[src/rtl/demux_scan_pkg.sv]
// Purpose : shared types and constants for the demux_scan serial-to-parallel distributor.
// Latency : n/a (declarations only).
// Backpr. : n/a.
package demux_scan_pkg;

    typedef enum logic [1:0] {
        IDLE    = 2'd0,
        COLLECT = 2'd1,
        HOLD    = 2'd2
    } state_t;

    localparam int   N_OUT_DEF  = 16;
    localparam logic MODE_ADDR  = 1'b0;
    localparam logic MODE_SWEEP = 1'b1;

endpackage

[src/rtl/demux_scan_ctr.sv]
// Purpose : sweep slot counter with synchronous clear, increment and terminal-count flag.
// Latency : count changes on the edge after clr/inc; tc is combinational from the count.
// Backpr. : none; inc is ignored once tc is reached, so the count saturates there.
//
// Ports: clk, rst_n (async, active-low), clr, inc, cnt[CNT_W-1:0], tc.
module demux_scan_ctr #(
    parameter int CNT_W = 4,
    parameter int TERM  = 15
) (
    input  logic             clk,
    input  logic             rst_n,
    input  logic             clr,
    input  logic             inc,
    output logic [CNT_W-1:0] cnt,
    output logic             tc
);

    assign tc = (cnt == CNT_W'(TERM));

    always_ff @(posedge clk or negedge rst_n) begin
        if (!rst_n) begin
            cnt <= '0;
        end else if (clr) begin
            cnt <= '0;
        end else if (inc && !tc) begin
            cnt <= cnt + 1'b1;
        end
    end

endmodule

[src/rtl/demux_scan.sv]
// Purpose : distributes a 1-bit serial stream onto N_OUT outputs (ADDR: addressed write, SWEEP: framed fill).
// Latency : ADDR write lands 1 cycle after acceptance; SWEEP frame publishes on the edge accepting its last beat.
// Backpr. : in_ready drops outside accepting states; a published frame is held until out_valid&out_ready.
//
// Ports: clk, rst_n (async, active-low), mode, start, in_valid/in_ready/in_bit/in_sel/in_en,
//        out_data/out_valid/out_ready, busy, err.
// Build option: define DEMUX_SCAN_PARITY_EN to append an even-parity beat to each SWEEP frame
//        and drive err; otherwise err is constant 0.
module demux_scan
    import demux_scan_pkg::*;
#(
    parameter int N_OUT = N_OUT_DEF,
    parameter int SEL_W = $clog2(N_OUT)
) (
    input  logic             clk,
    input  logic             rst_n,
    input  logic             mode,
    input  logic             start,
    input  logic             in_valid,
    output logic             in_ready,
    input  logic             in_bit,
    input  logic [SEL_W-1:0] in_sel,
    input  logic             in_en,
    output logic [N_OUT-1:0] out_data,
    output logic             out_valid,
    input  logic             out_ready,
    output logic             busy,
    output logic             err
);

`ifdef DEMUX_SCAN_PARITY_EN
    // One extra bit so the counter can name the parity beat at index N_OUT.
    localparam int CNT_W = SEL_W + 1;
    localparam int TERM  = N_OUT;
`else
    localparam int CNT_W = SEL_W;
    localparam int TERM  = N_OUT - 1;
`endif

    localparam logic [SEL_W:0] N_OUT_W = (SEL_W + 1)'(N_OUT);

    state_t             state_q, state_nxt;
    logic [N_OUT-1:0]   shadow;
    logic [N_OUT-1:0]   pub_data;
    logic [CNT_W-1:0]   cnt;
    logic [SEL_W-1:0]   cnt_idx;
    logic               ctr_tc;
    logic               sel_ok;
    logic               in_ready_c;
    logic               ctr_clr, ctr_inc;
    logic               shadow_clr, shadow_wr;
    logic               addr_wr, publish, frame_taken;

    assign cnt_idx = cnt[SEL_W-1:0];
    assign sel_ok  = ({1'b0, in_sel} < N_OUT_W);
    // Held low while reset is asserted, independent of the reset-value state.
    assign in_ready = in_ready_c & rst_n;
    assign busy     = (state_q != IDLE);

    demux_scan_ctr #(
        .CNT_W (CNT_W),
        .TERM  (TERM)
    ) u_ctr (
        .clk   (clk),
        .rst_n (rst_n),
        .clr   (ctr_clr),
        .inc   (ctr_inc),
        .cnt   (cnt),
        .tc    (ctr_tc)
    );

    always_ff @(posedge clk or negedge rst_n) begin
        if (!rst_n) begin
            state_q <= IDLE;
        end else begin
            state_q <= state_nxt;
        end
    end

    always_comb begin
        state_nxt   = state_q;
        in_ready_c  = 1'b0;
        ctr_clr     = 1'b0;
        ctr_inc     = 1'b0;
        shadow_clr  = 1'b0;
        shadow_wr   = 1'b0;
        addr_wr     = 1'b0;
        publish     = 1'b0;
        frame_taken = 1'b0;
        case (state_q)
            IDLE: begin
                if (mode == MODE_ADDR) begin
                    in_ready_c = 1'b1;
                    addr_wr    = in_valid & in_en & sel_ok;
                end else if (start) begin
                    state_nxt  = COLLECT;
                    ctr_clr    = 1'b1;
                    shadow_clr = 1'b1;
                end
            end
            COLLECT: begin
                if (start) begin
                    // Restart: the beat presented this cycle is refused.
                    ctr_clr    = 1'b1;
                    shadow_clr = 1'b1;
                end else begin
                    in_ready_c = 1'b1;
                    if (in_valid) begin
                        ctr_inc = 1'b1;
`ifdef DEMUX_SCAN_PARITY_EN
                        shadow_wr = !ctr_tc;  // parity beat is not a data slot
`else
                        shadow_wr = 1'b1;
`endif
                        if (ctr_tc) begin
                            publish   = 1'b1;
                            state_nxt = HOLD;
                        end
                    end
                end
            end
            HOLD: begin
                if (out_ready) begin
                    frame_taken = 1'b1;
                    state_nxt   = IDLE;
                end
            end
            default: state_nxt = IDLE;
        endcase
    end

`ifdef DEMUX_SCAN_PARITY_EN
    // Data slots are already complete when the parity beat arrives.
    assign pub_data = shadow;
`else
    // Last data bit is merged in so the frame publishes on the same edge it arrives.
    always_comb begin
        pub_data          = shadow;
        pub_data[cnt_idx] = in_bit;
    end
`endif

    always_ff @(posedge clk or negedge rst_n) begin
        if (!rst_n) begin
            shadow    <= '0;
            out_data  <= '0;
            out_valid <= 1'b0;
        end else begin
            if (shadow_clr) begin
                shadow <= '0;
            end else if (shadow_wr) begin
                shadow[cnt_idx] <= in_bit;
            end
            if (addr_wr) begin
                out_data[in_sel] <= in_bit;
            end
            if (publish) begin
                out_data  <= pub_data;
                out_valid <= 1'b1;
            end else if (frame_taken) begin
                out_valid <= 1'b0;
            end
        end
    end

`ifdef DEMUX_SCAN_PARITY_EN
    logic err_q;
    always_ff @(posedge clk or negedge rst_n) begin
        if (!rst_n) begin
            err_q <= 1'b0;
        end else if (publish) begin
            err_q <= (^shadow) ^ in_bit;
        end else if (frame_taken) begin
            err_q <= 1'b0;
        end
    end
    assign err = err_q;
`else
    assign err = 1'b0;
`endif

endmodule
[config.mk]
export PLATFORM = sky130hd
export DESIGN_NAME = demux_scan
export DESIGN_NICKNAME = d
export VERILOG_FILES = /design/src/rtl/demux_scan_pkg.sv /design/src/rtl/demux_scan_ctr.sv /design/src/rtl/demux_scan.sv
export SDC_FILE = /design/constraint.sdc
export NUM_CORES = 1
export LEC_CHECK = 0
export BUFFER_PORTS_ARGS = -buffer_cell sky130_fd_sc_hd__buf_2
export CORE_MARGIN = 2
export CORE_UTILIZATION = 50
export DETAILED_ROUTE_END_ITERATION = 12
export PLACE_DENSITY = 0.79
export SLEW_MARGIN = 15
export SYNTH_ARGS = -nofsm -noshare
export SYNTH_HDL_FRONTEND = slang
export SYNTH_SLANG_ARGS = --single-unit
[constraint.sdc]
create_clock -name clk -period 2.85 [get_ports clk]
set_clock_uncertainty 0.15 [all_clocks]
set_input_delay 0.57 -clock clk [delete_from_list [all_inputs] [get_ports clk]]
set_output_delay 0.57 -clock clk [all_outputs]
set_load 0.05 [all_outputs]
==> results.txt, run 1 <==
----------------------------------------------------
[Run status]
  Status ... complete, no violations

[STA]
  Final Slew Violations ... 0
  Max_slew headroom ... 0.544
  Total negative slack for setup checks ... 0 ns
  Final cycle utilization of the critical path ... 0.802
  Setup slack of the critical path after layout ... approximately 0.56 ns
  Hold slack final ... about 0.19 ns
  Measured slew at the worst slew-check pin ... a little under 0.7 ns
  Unrepaired setup endpoints after global routing ... false
  Setup Viol. Count Final ... 0
  Highest Clock Rate ... about 440 MHz
  Final Hold Vio Count ... 0
  Final min period ... roughly 2.3 ns

[Detailed routing]
  Average wire per cell in the routed design ... 16.3 microns
  Number of nets with antenna violations after routing ... 0
  DRC errors left ... 0
  Number of DRC violations after detailed-routing iteration 0 ... 212
  Total number of vias ... about 1.9k
  Detailed-routing iteration count for the pre-antenna-repair pass ... 4
  Mean number of vias per cell ... 6.09
  Final Routed Wirelength ... ~5000 microns

[Synthesis]
  Share of synthesized area occupied by flip-flops and latches ... 0.447
  Top post-synthesis cells by area ... sky130_fd_sc_hd__dfrtp_1, sky130_fd_sc_hd__o21ai_0, sky130_fd_sc_hd__mux2i_1
  Post-Synthesis Net Count ... approximately 250
  Number of synthesized register bits ... 38
  Cell count after synthesis ... 235
  Post-synth top area share ... 0.447
  Count of distinct cell types in the synthesized netlist ... 38
  Library cell with the largest summed area after synthesis ... sky130_fd_sc_hd__dfrtp_1
  Cell area after synthesis ... 0.00213 sq mm
  Yosys warning total ... 0
  Syn_area_per_cell ... approximately 9.1 sq um

[Final layout]
  Most frequent cells in the layout ... sky130_fd_sc_hd__dfrtp_1, sky130_fd_sc_hd__o21ai_0, sky130_fd_sc_hd__buf_2
  Fill cells ... 356
  Fraction of final layout cells sized beyond drive strength 1 ... 0.184
  Most common library cell in the layout ignoring fill and taps ... sky130_fd_sc_hd__dfrtp_1
  Count of nets after finishing ... ~270
  Antenna diode count ... 0
  Area Growth Syn to Fin ... 10.7%
  Area of all placed cells without fillers ... about 0.0024 sq mm

[Clocking]
  Cell chosen for the clock root ... sky130_fd_sc_hd__clkbuf_8
  Reg clk slew, reported paths ... ~0.070 ns
  Clock Latency Late Sink ... slightly below 0.3 ns
  Post-CTS sizing ... 0
  Clock tree from TritonCTS ... built
  Count of hold-fix buffers inserted at cts ... 0
  H-tree level count ... 2
  Post-CTS Setup Bufs ... 0
  Clock net sink count ... 38
  Clock Path Buffers ... 2
  Number of buffers inserted during clock tree synthesis ... 5

[Global route]
  Wire length of the first global-routing pass ... between 8000 and 9000 microns
  Global router's overall resource usage ... 0.216
  Global route overflow ... 0
  Vias in the first global route ... about 1.7k
  Antenna violations before repair ... 0
  Pin count of the biggest net entering global routing ... 39

[Pwr]
  Net switching fraction of the power ... 0.266
  Largest voltage drop on the vdd net ... roughly 230 uV
  Power Density ... approximately 430 mW/mm^2
  Relative contribution of combinational cells to total power ... 0.113
  Int Pwr ... 0.000747 W
  Leakage ... 1.13 nW
  Sequential share of power ... 0.542
  Total net switching power ... ~0.00027 W
  Clock share of power ... 0.345

[Worst setup path]
  CP Capture Type ... output port
  Worst endpoint required time ... approximately 2.1 ns
  CP Launch Type ... register
  Highest net fanout along the worst path ... 9
  Endpoint arrival time on the critical path ... 1.57 ns
  CP Class ... register to output port

[Die]
  Initial core utilization ... 0.524
  Height of the chip ... a little under 70 microns
  Total I/O pin count ... 32
  Area of the die ... between 0.004 and 0.005 sq mm
  Std-Cell Core Area ... just over 0.004 sq mm
  Site Rows ... 23
  Overall die width ... around 69 microns

[Hold path]
  Min-Delay Path Class ... primary input to asynchronous set/reset pin

[Placed design]
  Final RePlAce weighted congestion ... approximately 0.85
  Final HPWL from detailed placement ... 3500 microns
  Minimum setup slack after placement ... about 0.53 ns
  Cell area after placement ... 0.00228 sq mm
  # port buffers ... 30

[Run]
  Max-capacitance violation count ... 0

----------------------------------------------------
-- cell families after synthesis --
group,Yosys count,share of synthesized area
adder cells (fa/ha/maj),4,0.0235
AND/OR/NAND/NOR,64,0.168
AO/OA/AOI/OAI,87,0.237
XOR/XNOR,1,0.00412
other,1,0.00176
flip-flops,38,0.447
buffers and inverters,26,0.0518
multiplexers,14,0.0671
-- layer usage --
metal,share of wire,GRT usage
met2,0.46,0.332
met1,0.47,0.301
met3,0.051,0.0523
met5,0,0
met4,0.010,0.0675
-- path summary, 6_finish.rpt --
| check | start | endpoint | slack, ns | cells after the start |
|---|---|---|---|---|
| max in group asynchronous | rst_n | state_q[1] | 2.02 | 2 |
| setup reg to reg | state_q[1] | out_data[15] | 0.66 | 4 |
| min in group clk | out_ready | state_q[1] | 0.34 | 2 |
| hold reg to reg | shadow[4] | shadow[4] | 0.35 | 2 |
| setup / recovery | state_q[0] | in_ready | 0.56 | 3 |
| hold / removal | rst_n | state_q[0] | 0.19 | 2 |
-- critical path, cell delays in order (launching register included) --
cell and delay, ns:
sky130_fd_sc_hd__dfrtp_1 0.46, sky130_fd_sc_hd__mux2_2 0.36, sky130_fd_sc_hd__nor3b_1 0.17, sky130_fd_sc_hd__buf_2 0.29
-- registers in the layout (all words and copies together) (netlist names) --
name,flops
shadow,15
out_valid,1
state_q,2
u_ctr.cnt,4
out_data,16
-- layout make-up --
type / count / area (sq um) / area share
Timing Repair Buffer: 33 / 173 / 0.0733
Tap cell: 50 / 62.6 / 0.0266
Multi-Input combinational cell: 171 / 1070 / 0.453
Clock buffer: 7 / 76.3 / 0.0324
Sequential cell: 38 / 951 / 0.404
Inverter: 7 / 26.3 / 0.0112
-- power groups by stage --
stage          sequential, W  combinational, W  clock, W
2_1_floorplan       0.000572         0.0000631         0
3_3_place_gp        0.000561          0.000113         0
3_5_place_dp        0.000562          0.000114         0
4_1_cts             0.000551          0.000116  0.000359
5_1_grt             0.000552          0.000127  0.000386
6_report            0.000552          0.000115  0.000351
-- Yosys cell counts --
| cell type | count |
|---|---|
| sky130_fd_sc_hd__o21ai_1 | 4 |
| sky130_fd_sc_hd__xnor2_1 | 1 |
| sky130_fd_sc_hd__dfrtp_1 | 38 |
| sky130_fd_sc_hd__nor2_1 | 10 |
| sky130_fd_sc_hd__nand4bb_1 | 1 |
| sky130_fd_sc_hd__mux2_2 | 2 |
| sky130_fd_sc_hd__mux2i_1 | 12 |
| sky130_fd_sc_hd__a311oi_1 | 1 |
| sky130_fd_sc_hd__o22ai_1 | 6 |
| sky130_fd_sc_hd__o31ai_1 | 1 |
| sky130_fd_sc_hd__or3_1 | 1 |
| sky130_fd_sc_hd__nor3b_1 | 1 |
| sky130_fd_sc_hd__nor4b_2 | 1 |
| sky130_fd_sc_hd__and4bb_2 | 1 |
| sky130_fd_sc_hd__buf_2 | 1 |
| sky130_fd_sc_hd__a21oi_1 | 12 |
| sky130_fd_sc_hd__buf_6 | 1 |
| sky130_fd_sc_hd__a22oi_1 | 12 |
| sky130_fd_sc_hd__conb_1 | 1 |
| sky130_fd_sc_hd__ha_1 | 4 |
| sky130_fd_sc_hd__nand4_1 | 3 |
| sky130_fd_sc_hd__or2_1 | 1 |
| sky130_fd_sc_hd__nand4b_1 | 1 |
| sky130_fd_sc_hd__nor4b_1 | 1 |
| sky130_fd_sc_hd__o21a_1 | 2 |
| sky130_fd_sc_hd__nor3_1 | 1 |
| sky130_fd_sc_hd__or2_2 | 3 |
| sky130_fd_sc_hd__nand3_1 | 8 |
| sky130_fd_sc_hd__buf_4 | 1 |
| sky130_fd_sc_hd__nand2b_1 | 3 |
| sky130_fd_sc_hd__clkbuf_1 | 16 |
| sky130_fd_sc_hd__o21ai_0 | 33 |
| sky130_fd_sc_hd__nand2_1 | 21 |
| sky130_fd_sc_hd__nor2b_1 | 4 |
| sky130_fd_sc_hd__inv_1 | 7 |
| sky130_fd_sc_hd__and4b_1 | 1 |
| sky130_fd_sc_hd__a31oi_1 | 16 |
| sky130_fd_sc_hd__or4b_4 | 2 |
-- stage by stage --
stage	std cells	util	power, W
6_report	306	0.580	0.00102
5_1_grt	306	0.580	0.00107
4_1_cts	306	0.580	0.00103
3_5_place_dp	299	0.562	0.000676
3_3_place_gp	299	0.562	0.000675
2_1_floorplan	235	-	0.000635
Note: power is estimated with default switching activity, not from simulation.
==> inputs of run 2 (changes only) <==
Clock period 2.85 ns to 2.15 ns, I/O delays scaled along.
==> results.txt, run 2 (synthesis gave the netlist of run 1 again) <==
----------------------------------------------------
[Run status]
  Status ... complete, no violations

[Pwr]
  Power Density ... roughly 600 mW/mm^2
  Largest voltage drop on the vdd net ... about 340 uV
  Leakage ... between 1 and 1.5 nW

[STA]
  Max_slew headroom ... 0.666
  Final Slew Violations ... 0
  Unrepaired setup endpoints after global routing ... false
  Final Hold Vio Count ... 0
  Total negative slack for setup checks ... 0 ns
  Setup Viol. Count Final ... 0
  Final cycle utilization of the critical path ... 0.962
  Highest Clock Rate ... around 480 MHz
  Measured slew at the worst slew-check pin ... 0.500 ns
  Setup slack of the critical path after layout ... 0.0812 ns
  Final min period ... just over 2 ns

[Hold path]
  Min-Delay Path Class ... primary input to asynchronous set/reset pin

[Die]
  Height of the chip ... about 69 microns
  Initial core utilization ... 0.524
  Overall die width ... between 60 and 70 microns
  Area of the die ... ~0.0048 sq mm
  Std-Cell Core Area ... roughly 0.0041 sq mm
  Total I/O pin count ... 32
  Site Rows ... 23

[Worst setup path]
  Cell Chain, Critical Path ... buf_4 -> mux2_2 -> nor3b_2 -> buf_6
  Endpoint arrival time on the critical path ... around 1.5 ns
  Critical R2R Launch ... state_q[1]
  CP Launch Type ... register
  Critical path capture point ... in_ready
  Highest net fanout along the worst path ... 8
  Worst Setup SP ... state_q[0]
  Stages on worst setup path ... 4
  Flop-to-flop setup slack ... ~0.090 ns
  Depth of the worst register-to-register path ... 4
  Worst endpoint required time ... roughly 1.6 ns
  Slowest Stage Delay on Critical Path ... 0.36 ns
  Dominant delay contributor by cell family on the critical path ... flip-flops
  End of the worst register-to-register path ... out_data[2]
  CP Capture Type ... output port
  CP Class ... register to output port
  CP max stage cell ... sky130_fd_sc_hd__dfrtp_1
  Buf+Inv Stages, Crit Path ... 2

[Final layout]
  Post-route non-filler standard cell count ... roughly 320
  Most frequent cells in the layout ... sky130_fd_sc_hd__dfrtp_1, sky130_fd_sc_hd__o21ai_0, sky130_fd_sc_hd__buf_2
  Register containing the most flip-flops in the final layout ... out_data
  Final Core Density ... 0.615
  Count of nets after finishing ... roughly 280
  FF/Latch Area ... around 950 sq um
  Multi-input logic area ... roughly 0.0011 sq mm
  Antenna diode count ... 0
  Registers with the most flip-flops ... out_data x16, shadow x15, u_ctr.cnt x4
  Fill cells ... about 340
  Fraction of final layout cells sized beyond drive strength 1 ... 0.229
  Area Growth Syn to Fin ... 17.2%
  Most common library cell in the layout ignoring fill and taps ... sky130_fd_sc_hd__dfrtp_1
  Flip-flop count of the largest register after layout ... 16

[Clocking]
  H-tree level count ... 2
  Clock Path Buffers ... 2
  Clock net sink count ... 38
  Clock tree from TritonCTS ... built
  Number of buffers inserted during clock tree synthesis ... 5
  Post-CTS Setup Bufs ... 0
  Clock Latency Late Sink ... 0.30 ns
  Count of hold-fix buffers inserted at cts ... 0
  Reg clk slew, reported paths ... around 0.070 ns
  Cell chosen for the clock root ... sky130_fd_sc_hd__clkbuf_8

[Global route]
  Global router's overall resource usage ... 0.225
  Global route overflow ... 0
  Pin count of the biggest net entering global routing ... 39
  Wire length of the first global-routing pass ... between 8000 and 9000 microns
  Vias in the first global route ... 1787
  Antenna violations before repair ... 0

[Detailed routing]
  Mean number of vias per cell ... roughly 6.0
  Average wire per cell in the routed design ... 15.8 microns
  Number of DRC violations after detailed-routing iteration 0 ... 211
  Detailed-routing iteration count for the pre-antenna-repair pass ... 4
  Final Routed Wirelength ... 5000 microns
  DRC errors left ... 0
  Number of nets with antenna violations after routing ... 0
  Total number of vias ... about 1.9k

[Placed design]
  Minimum setup slack after placement ... -0.00964 ns
  Cell Count Post-Placement ... slightly above 300
  Final RePlAce weighted congestion ... between 0.8 and 0.9
  # port buffers ... 30
  Final HPWL from detailed placement ... ~3600 microns

[Run]
  Max-capacitance violation count ... 0

----------------------------------------------------
==> run 2: cell types whose count changed in the layout (fill, tap and decap cells not counted) <==
| cell | delta |
|---|---|
| sky130_fd_sc_hd__buf_12 | +1 |
| sky130_fd_sc_hd__buf_2 | -1 |
| sky130_fd_sc_hd__buf_4 | +9 |
| sky130_fd_sc_hd__buf_6 | +1 |
| sky130_fd_sc_hd__bufinv_16 | +1 |
| sky130_fd_sc_hd__clkbuf_1 | -2 |
| sky130_fd_sc_hd__clkbuf_8 | +1 |
| sky130_fd_sc_hd__nor3b_1 | -1 |
| sky130_fd_sc_hd__nor3b_2 | +1 |
| sky130_fd_sc_hd__o21ai_0 | -1 |
| sky130_fd_sc_hd__o21ai_2 | +1 |
==> run 2: repair_timing <==
action                                 CTS  global route
resized for setup                        0             5
setup endpoints to repair                0             3
endpoints found under the hold margin    0             0
==> run 2: worst min-delay path by stage <==
stage / startpoint / end / cells past startpoint
after floorplan: rst_n / out_data[0] / 0
after global placement: shadow[2] / shadow[2] / 2
after detailed placement: out_data[15] / out_data[15] / 1
after CTS: rst_n / u_ctr.cnt[3] / 2
after global routing: rst_n / u_ctr.cnt[0] / 2
final: rst_n / u_ctr.cnt[0] / 2
==> run 2: through the flow <==
step	power, W	area [sq um]	hold WS (ns)
5_1_grt	0.00157	2490	0.102
6_report	0.00152	2490	0.0480
3_5_place_dp	0.000898	2370	0.347
4_1_cts	0.00152	2480	0.0562
3_3_place_gp	0.000897	2370	0.333
2_1_floorplan	0.000843	2130	-0.0156
==> run 2: final cells by class <==
| class | instances | area share |
|---|---|---|
| repair buffers | 43 | 0.107 |
| flip-flops and latches | 38 | 0.381 |
| clock inverters | 1 | 0.0120 |
| multi-input cells | 171 | 0.431 |
| well taps | 50 | 0.0251 |
| inverters | 7 | 0.0105 |
| clock buffers | 6 | 0.0331 |
==> run 2: routing by layer <==
| metal | routed length, microns | track usage | part of all wire | up-vias |
|---|---|---|---|---|
| met4 | 131 | 0.0937 | 0.026 | 0 |
| met1 | 2360 | 0.319 | 0.47 | 916 |
| met2 | 2290 | 0.330 | 0.46 | 55 |
| met5 | 0 | 0 | 0 | - |
| li1 | - | - | - | 919 |
| met3 | 216 | 0.0538 | 0.043 | 14 |
==> run 2: power breakdown <==
group	leakage, nW	switching, W	total (W)	internal [W]
registers	0.523	0.00000683	0.000731	0.000724
clock network	0.0573	0.000257	0.000628	0.000371
logic	0.626	0.000110	0.000156	0.0000467
==> run 2: worst reg2reg max path, delay by kind of cell, from the launching register on <==
kind	cells	cell delay, ns
AOI/OAI and AO/OA	2	0.24
and+or+nand+nor	2	1.16
DFF	1	0.39
